===== src/rtl/serial_adder_controller_pkg.sv =====
// rtl/serial_adder_controller_pkg.sv - shared state encoding, nibble width and width rule
package serial_adder_controller_pkg;

  typedef enum logic [1:0] {
    IDLE = 2'd0,
    RUN  = 2'd1,
    DONE = 2'd2
  } state_t;

  localparam int NIB = 4;

  // Operands are consumed one nibble at a time, so the width must tile exactly.
  function automatic bit width_ok(input int w);
    return (w >= NIB) && ((w % NIB) == 0);
  endfunction

endpackage


===== src/rtl/serial_adder_controller_four_bit_adder.sv =====
// rtl/serial_adder_controller_four_bit_adder.sv - 4-bit ripple adder slice used as the nibble datapath
module four_bit_adder (
  input  logic [3:0] a,
  input  logic [3:0] b,
  input  logic       carry_in,
  output logic [3:0] sum,
  output logic       carry_out
);

  logic [4:0] total;

  assign total     = {1'b0, a} + {1'b0, b} + {4'b0000, carry_in};
  assign sum       = total[3:0];
  assign carry_out = total[4];

endmodule


===== src/rtl/serial_adder_controller.sv =====
// rtl/serial_adder_controller.sv - nibble-serial WIDTH-bit adder sequencer; SERIAL_SUB_EN adds subtraction
module serial_adder_controller
  import serial_adder_controller_pkg::*;
#(
  parameter int WIDTH = 16
) (
  input  logic             CLK,
  input  logic             RESETn,
  input  logic             Start,
  input  logic [WIDTH-1:0] A,
  input  logic [WIDTH-1:0] B,
  input  logic             CarryIN,
`ifdef SERIAL_SUB_EN
  input  logic             Sub,
`endif
  output logic             Busy,
  output logic             Done,
  output logic [WIDTH-1:0] Sum,
  output logic             CarryOUT
);

  localparam int N  = WIDTH / NIB;
  localparam int CW = (N > 1) ? $clog2(N) : 1;

  generate
    if (!width_ok(WIDTH)) begin : g_width_check
      $error("serial_adder_controller: WIDTH must be a multiple of 4 and at least 4");
    end
  endgenerate

  state_t           state;
  state_t           state_next;
  logic [WIDTH-1:0] opa;
  logic [WIDTH-1:0] opb;
  logic [WIDTH-1:0] acc;
  logic [WIDTH-1:0] acc_next;
  logic [CW-1:0]    step;
  logic             carry;
  logic             carry_init;
  logic             last_step;
  logic [NIB-1:0]   nib_b;
  logic [NIB-1:0]   nib_sum;
  logic             nib_cout;

`ifdef SERIAL_SUB_EN
  logic sub_q;

  // Subtraction is A + ~B + 1, so B is inverted per nibble and the chain starts with carry 1.
  assign nib_b      = sub_q ? ~opb[NIB-1:0] : opb[NIB-1:0];
  assign carry_init = Sub ? 1'b1 : CarryIN;
`else
  assign nib_b      = opb[NIB-1:0];
  assign carry_init = CarryIN;
`endif

  assign last_step = (step == CW'(N - 1));

  four_bit_adder u_nibble (
    .a         (opa[NIB-1:0]),
    .b         (nib_b),
    .carry_in  (carry),
    .sum       (nib_sum),
    .carry_out (nib_cout)
  );

  // The newest nibble enters at the MSB end so after N steps the low nibble sits at bit 0.
  generate
    if (WIDTH == NIB) begin : g_acc_single
      assign acc_next = nib_sum;
    end else begin : g_acc_shift
      assign acc_next = {nib_sum, acc[WIDTH-1:NIB]};
    end
  endgenerate

  // State register.
  always_ff @(posedge CLK or negedge RESETn) begin
    if (!RESETn) begin
      state <= IDLE;
    end else begin
      state <= state_next;
    end
  end

  // Next-state logic: Start is only looked at in IDLE, so requests during RUN/DONE are dropped.
  always_comb begin
    state_next = state;
    case (state)
      IDLE:    if (Start) state_next = RUN;
      RUN:     if (last_step) state_next = DONE;
      DONE:    state_next = IDLE;
      default: state_next = IDLE;
    endcase
  end

  // Status outputs decode straight from the state register.
  always_comb begin
    Busy = 1'b0;
    Done = 1'b0;
    case (state)
      RUN:     Busy = 1'b1;
      DONE: begin
        Busy = 1'b1;
        Done = 1'b1;
      end
      default: ;
    endcase
  end

  // Operand shift registers, carry chain, step index and result registers.
  always_ff @(posedge CLK or negedge RESETn) begin
    if (!RESETn) begin
      opa      <= '0;
      opb      <= '0;
      acc      <= '0;
      step     <= '0;
      carry    <= 1'b0;
      Sum      <= '0;
      CarryOUT <= 1'b0;
`ifdef SERIAL_SUB_EN
      sub_q    <= 1'b0;
`endif
    end else begin
      case (state)
        IDLE: begin
          if (Start) begin
            opa   <= A;
            opb   <= B;
            carry <= carry_init;
            step  <= '0;
`ifdef SERIAL_SUB_EN
            sub_q <= Sub;
`endif
          end
        end
        RUN: begin
          acc   <= acc_next;
          carry <= nib_cout;
          opa   <= opa >> NIB;
          opb   <= opb >> NIB;
          step  <= step + CW'(1);
          if (last_step) begin
            Sum      <= acc_next;
            CarryOUT <= nib_cout;
          end
        end
        default: ;
      endcase
    end
  end

endmodule


===== config.mk =====
export PLATFORM = sky130hd
export DESIGN_NAME = serial_adder_controller
export DESIGN_NICKNAME = d
export VERILOG_FILES = /design/src/rtl/serial_adder_controller_pkg.sv /design/src/rtl/serial_adder_controller_four_bit_adder.sv /design/src/rtl/serial_adder_controller.sv
export SDC_FILE = /design/constraint.sdc
export NUM_CORES = 1
export LEC_CHECK = 0
export ABC_AREA = 1
export CAP_MARGIN = 10
export CORE_ASPECT_RATIO = 0.9
export CORE_MARGIN = 5
export CORE_UTILIZATION = 50
export DETAILED_ROUTE_END_ITERATION = 16
export DONT_BUFFER_PORTS = 1
export GPL_ROUTABILITY_DRIVEN = 0
export PLACE_DENSITY = 0.76
export SYNTH_ARGS = -nofsm -noshare
export SYNTH_HDL_FRONTEND = slang
export SYNTH_SLANG_ARGS = --single-unit

===== constraint.sdc =====
create_clock -name CLK -period 1.7 [get_ports CLK]
set_clock_uncertainty 0.05 [all_clocks]
set_input_delay 0.34 -clock CLK [delete_from_list [all_inputs] [get_ports CLK]]
set_output_delay 0.34 -clock CLK [all_outputs]
set_load 0.05 [all_outputs]

# == After elaboration in Yosys (flattened, before gate mapping) ==
# Index checks and enable logic that the tools add are counted.
# Widths: inputs -> output; s select.
# totals
register_bits,70
in_bits,36
output_inout_bits,19
elab_cells,35
# op_classes
addsub,3
eq_ne,5
mux,13
reduce_logical,6
# op_table
operator,n
$pmux 16 s2,2
$mux 16,2
$pmux 2 s2,2
$mux 2,3
$reduce_and 2->1,3
$add 4x4->5,1
$add 5x1->5,1
$eq 2x2->1 const B,2
$ne 2x2->1 const B,2
$mux 1,3
$add 2x1->2 const B,1
$eq 2x1->1 const B,1
$logic_not 2->1,1
$pmux 1 s2,1
$reduce_bool 2->1,1
$reduce_or 2->1,1

# == Logic depth before layout (Yosys ltp) ==
# depth
depth_word,3
ltp_mapped,9
mapped_depth_nobuf,8

# == Hierarchy ==
# From an unflattened synthesis, not the netlist that was laid out.
# hier_totals
hier_cells,394
hier_area_um2,3211.8
# modules_own_cells
mod,n_inst,cells_per_inst,area_per_inst_um2,seq_area_each_um2
serial_adder_controller,1,369,3046.7,1651.6
four_bit_adder,1,25,165.2,0.0

# == Worst setup path before layout ==
# Ideal clock, no wire load.
# synth_timing
kind,register to register
start,register opa[0]
end,register Sum[13]
setup_time_ps,83
t_arrival_ps,1427
required_time_ps,1567
slack_ps,140
stages_incl_launch_ff,5
n_path_buf,0
synth_period_minus_slack_ps,1560
cell_sequence,dfrtp_1 -> fa_1 -> inv_1 -> fa_1 -> o21ai_0
# synth_between
elab_chain_len,2
# synth_rtl
element,line_no,text
start: declaration,serial_adder_controller.sv:33,logic [WIDTH-1:0] opa;
start signal: assignment,serial_adder_controller.sv:138,opa <= opa >> NIB;
$add 4x4->5,serial_adder_controller_four_bit_adder.sv:12,"assign total = {1'b0, a} + {1'b0, b} + {4'b0000, carry_in};"
$add 5x1->5,serial_adder_controller_four_bit_adder.sv:12,
end signal: assignment,serial_adder_controller.sv:142,Sum <= acc_next;
end: declaration,serial_adder_controller.sv:18,"output logic [WIDTH-1:0] Sum,"
# Every way passes these cells.
# A chain may end at the register's enable or synchronous reset.

# == Worst setup path after layout ==
# layout_timing
start,register state[1]
end,output port Busy
# layout_between
elab_chain_len,3
word_cells_on_any_way,4
classes_between,eq/ne (2); mux (1); reduce/logical (1)
# layout_rtl
element,line_no,text
start: declaration,serial_adder_controller.sv:31,state_t state;
start signal: assignment,serial_adder_controller.sv:80,state <= state_next;
$eq 2x2->1 or $eq 2x1->1 (tied branches),serial_adder_controller.sv:99,case (state)
$reduce_or 2->1 (no source line) (*),n/a,
$mux 1 (*),serial_adder_controller.sv:99,
end: declaration,serial_adder_controller.sv:16,"output logic Busy,"
# Mark *: on every way between the ends. The rest lies on a longest branch, timed or not.

==> impl_metrics.json <==
{
  "drt-initial-drc-count": 78,
  "tightest_slew_ps": 501,
  "status": "complete, but fails checks",
  "avgSynthCellArea_sq_um": 9.05,
  "filler_cell_count": 546,
  "clock-sinks": 66,
  "max_slew_margin": 0.666,
  "ys_seq_area_frac": 0.551,
  "drt-total-wl_um": 5820,
  "grt_overflow": 0,
  "routedWlPerCell_um": 14.3,
  "grt_max_degree": 67,
  "seqCellArea_sq_um": 1650,
  "h-tree-depth": 3,
  "required_ps": 1310,
  "grt_antenna_before_repair": 0,
  "crit_fanout": 3,
  "n_antenna_cell": 0,
  "die_h_um": 83.4,
  "setup-violations-final": 0,
  "post-dp-hpwl_um": 3970,
  "peakVddDrop_mv": 1.14,
  "cp_slowest_cell": "ha_2",
  "cts_buffers": 9,
  "cts_tree": "done",
  "cp-start-kind": "flop",
  "portBuffers": 0,
  "multi_input_area_sq_um": 1160,
  "syn-cell-area_sq_um": 3000,
  "nets": 378,
  "core-area_sq_um": 5760,
  "vias": 2126,
  "clk_pin_slew_ps": 70,
  "timing.hold.ws_ps": -362,
  "drive_above_1_share": 0.0952,
  "yosysWarnings": 0,
  "violations": "hold timing",
  "setup_slack_ps": 23.9,
  "drv_cap": 0,
  "worstPathArrival_ps": 1290,
  "crit_path_cell_trace": "inv_1 -> ha_2",
  "root_buffer": "clkbuf_8",
  "grt_pass1_wl_um": 9830,
  "critPathLaunch": "state[1]",
  "synth_fp_nets": 376,
  "worst_hold_path_type": "in2async",
  "ys_ff_latch": 66,
  "fin_crit_ps": 1680,
  "power_density_nw_per_um2": 2340,
  "drt_pass1_iterations": 4,
  "die-area_sq_um": 7640,
  "grt_pass1_vias": 2067,
  "critPathCaptureType": "primary output",
  "syn_inst": 331,
  "worstReg2RegStart": "opa[0]",
  "period_share": 0.986,
  "final_antenna_net_count": 0,
  "viasPerCell": 5.24,
  "ios": 55,
  "drv_slew": 0,
  "fin_util": 0.560,
  "hold_violations": 66,
  "rsz0062_at_grt": "true",
  "p_total_w": 0.00753,
  "ys_types": 24,
  "drc": 0,
  "area_growth_pct": 7.56,
  "die_w_um": 91.6,
  "gr-usage-all-layers": 0.163,
  "place_ws_ps": 2.91,
  "rows": 26,
  "start_util": 0.520,
  "insertion_delay_ps": 340,
  "crit_path_max_incr_delay_ps": 490,
  "worst-setup-path-type": "reg2out",
  "leakage_nw": 1.59,
  "cts.path.max_buffers": 2,
  "max_clock_freq_mhz": 597
}
-- layer usage --
metal	track usage	vias up	share of wire
li1	-	1064	-
met1	0.196	996	0.43
met2	0.249	61	0.47
met3	0.0976	5	0.094
met4	0.0384	0	0.0057
met5	0	-	0
-- path summary, 6_finish.rpt --
| check | endpoint | slack (ps) | cells after the start |
|---|---|---|---|
| min in group CLK | opa[12] | 80 | 2 |
| worst min register to register | opa[6] | 420 | 2 |
| worst min-delay path | Sum[8] | -360 | 0 |
| worst max register to register | Sum[13] | 70 | 4 |
| max in group asynchronous | opa[6] | 1860 | 0 |
| worst max-delay path | Busy | 20 | 2 |
-- cells by family after synthesis --
group,count (synthesis),synth area share
AO/OA/AOI/OAI,58,0.114
XOR/XNOR,1,0.00292
adder cells (fa/ha/maj),9,0.0426
buffers and inverters,41,0.0672
flip-flops,66,0.551
AND/OR/NAND/NOR,156,0.222
-- critical path, delay by kind of cell, from the launching register on --
| kind | cells | cell delay, ps |
|---|---|---|
| adders and majority gates | 1 | 490 |
| DFF | 1 | 380 |
| buffers and inverters | 1 | 80 |
-- state kept, by name, summed over array words and instances, names as in the netlist --
register and cells:
opa 16, Sum 16, carry 1, step 2, state 2, opb 16
acc 12, CarryOUT 1
-- what timing repair did --
item                       CTS  global route
setup endpoints to repair    3            14
gates resized for setup      2             7
hold endpoints to repair    66            66
buffers inserted             0             1
-- power by group --
part	leakage [nW]	switching, W	internal (W)
clock	0.0810	0.000546	0.000547
combinational	0.682	0.00188	0.00114
sequential	0.824	0.00109	0.00233
total	1.59	0.00352	0.00401
-- Yosys cell counts, drive strengths merged --
cell    count  share of area
a21oi       5         0.0084
a31oi       1         0.0021
buf        12          0.030
clkbuf      4         0.0050
dfrtp      66           0.55
fa          2          0.013
ha          7          0.029
inv        25          0.032
nand2     124           0.16
nand3      14          0.023
nand3b      1         0.0025
nor2        2         0.0025
o211ai     20          0.050
o21ai      32          0.053
or2        15          0.031
xor2        1         0.0029
-- through the flow --
step,area (sq um),cells,setup TNS (ps)
finish,3220,406,0
global route,3220,406,-75.3
CTS,3200,405,0
detailed placement,3040,391,0
global placement,3040,391,0
floorplan,3000,331,0
-- cells in the final DEF, fill, tap and decap left out, drive strengths merged --
cell type,n
clkbuf,11
nand3b,1
clkinvlp,1
a21oi,5
fa,2
ha,7
nand3,14
nand2,124
or2,15
xor2,1
o21ai,32
o211ai,20
a31oi,1
dfrtp,66
clkinv,2
buf,7
nor2,2
inv,25
-- layout make-up --
| class | count | area share |
|---|---|---|
| flip-flops and latches | 66 | 0.513 |
| multi-input cells | 224 | 0.359 |
| clock buffers | 11 | 0.0439 |
| inverters | 25 | 0.0315 |
| well taps | 70 | 0.0272 |
| repair buffers | 7 | 0.0202 |
| clock inverters | 3 | 0.00544 |
Note: power is estimated with default switching activity, not from simulation.
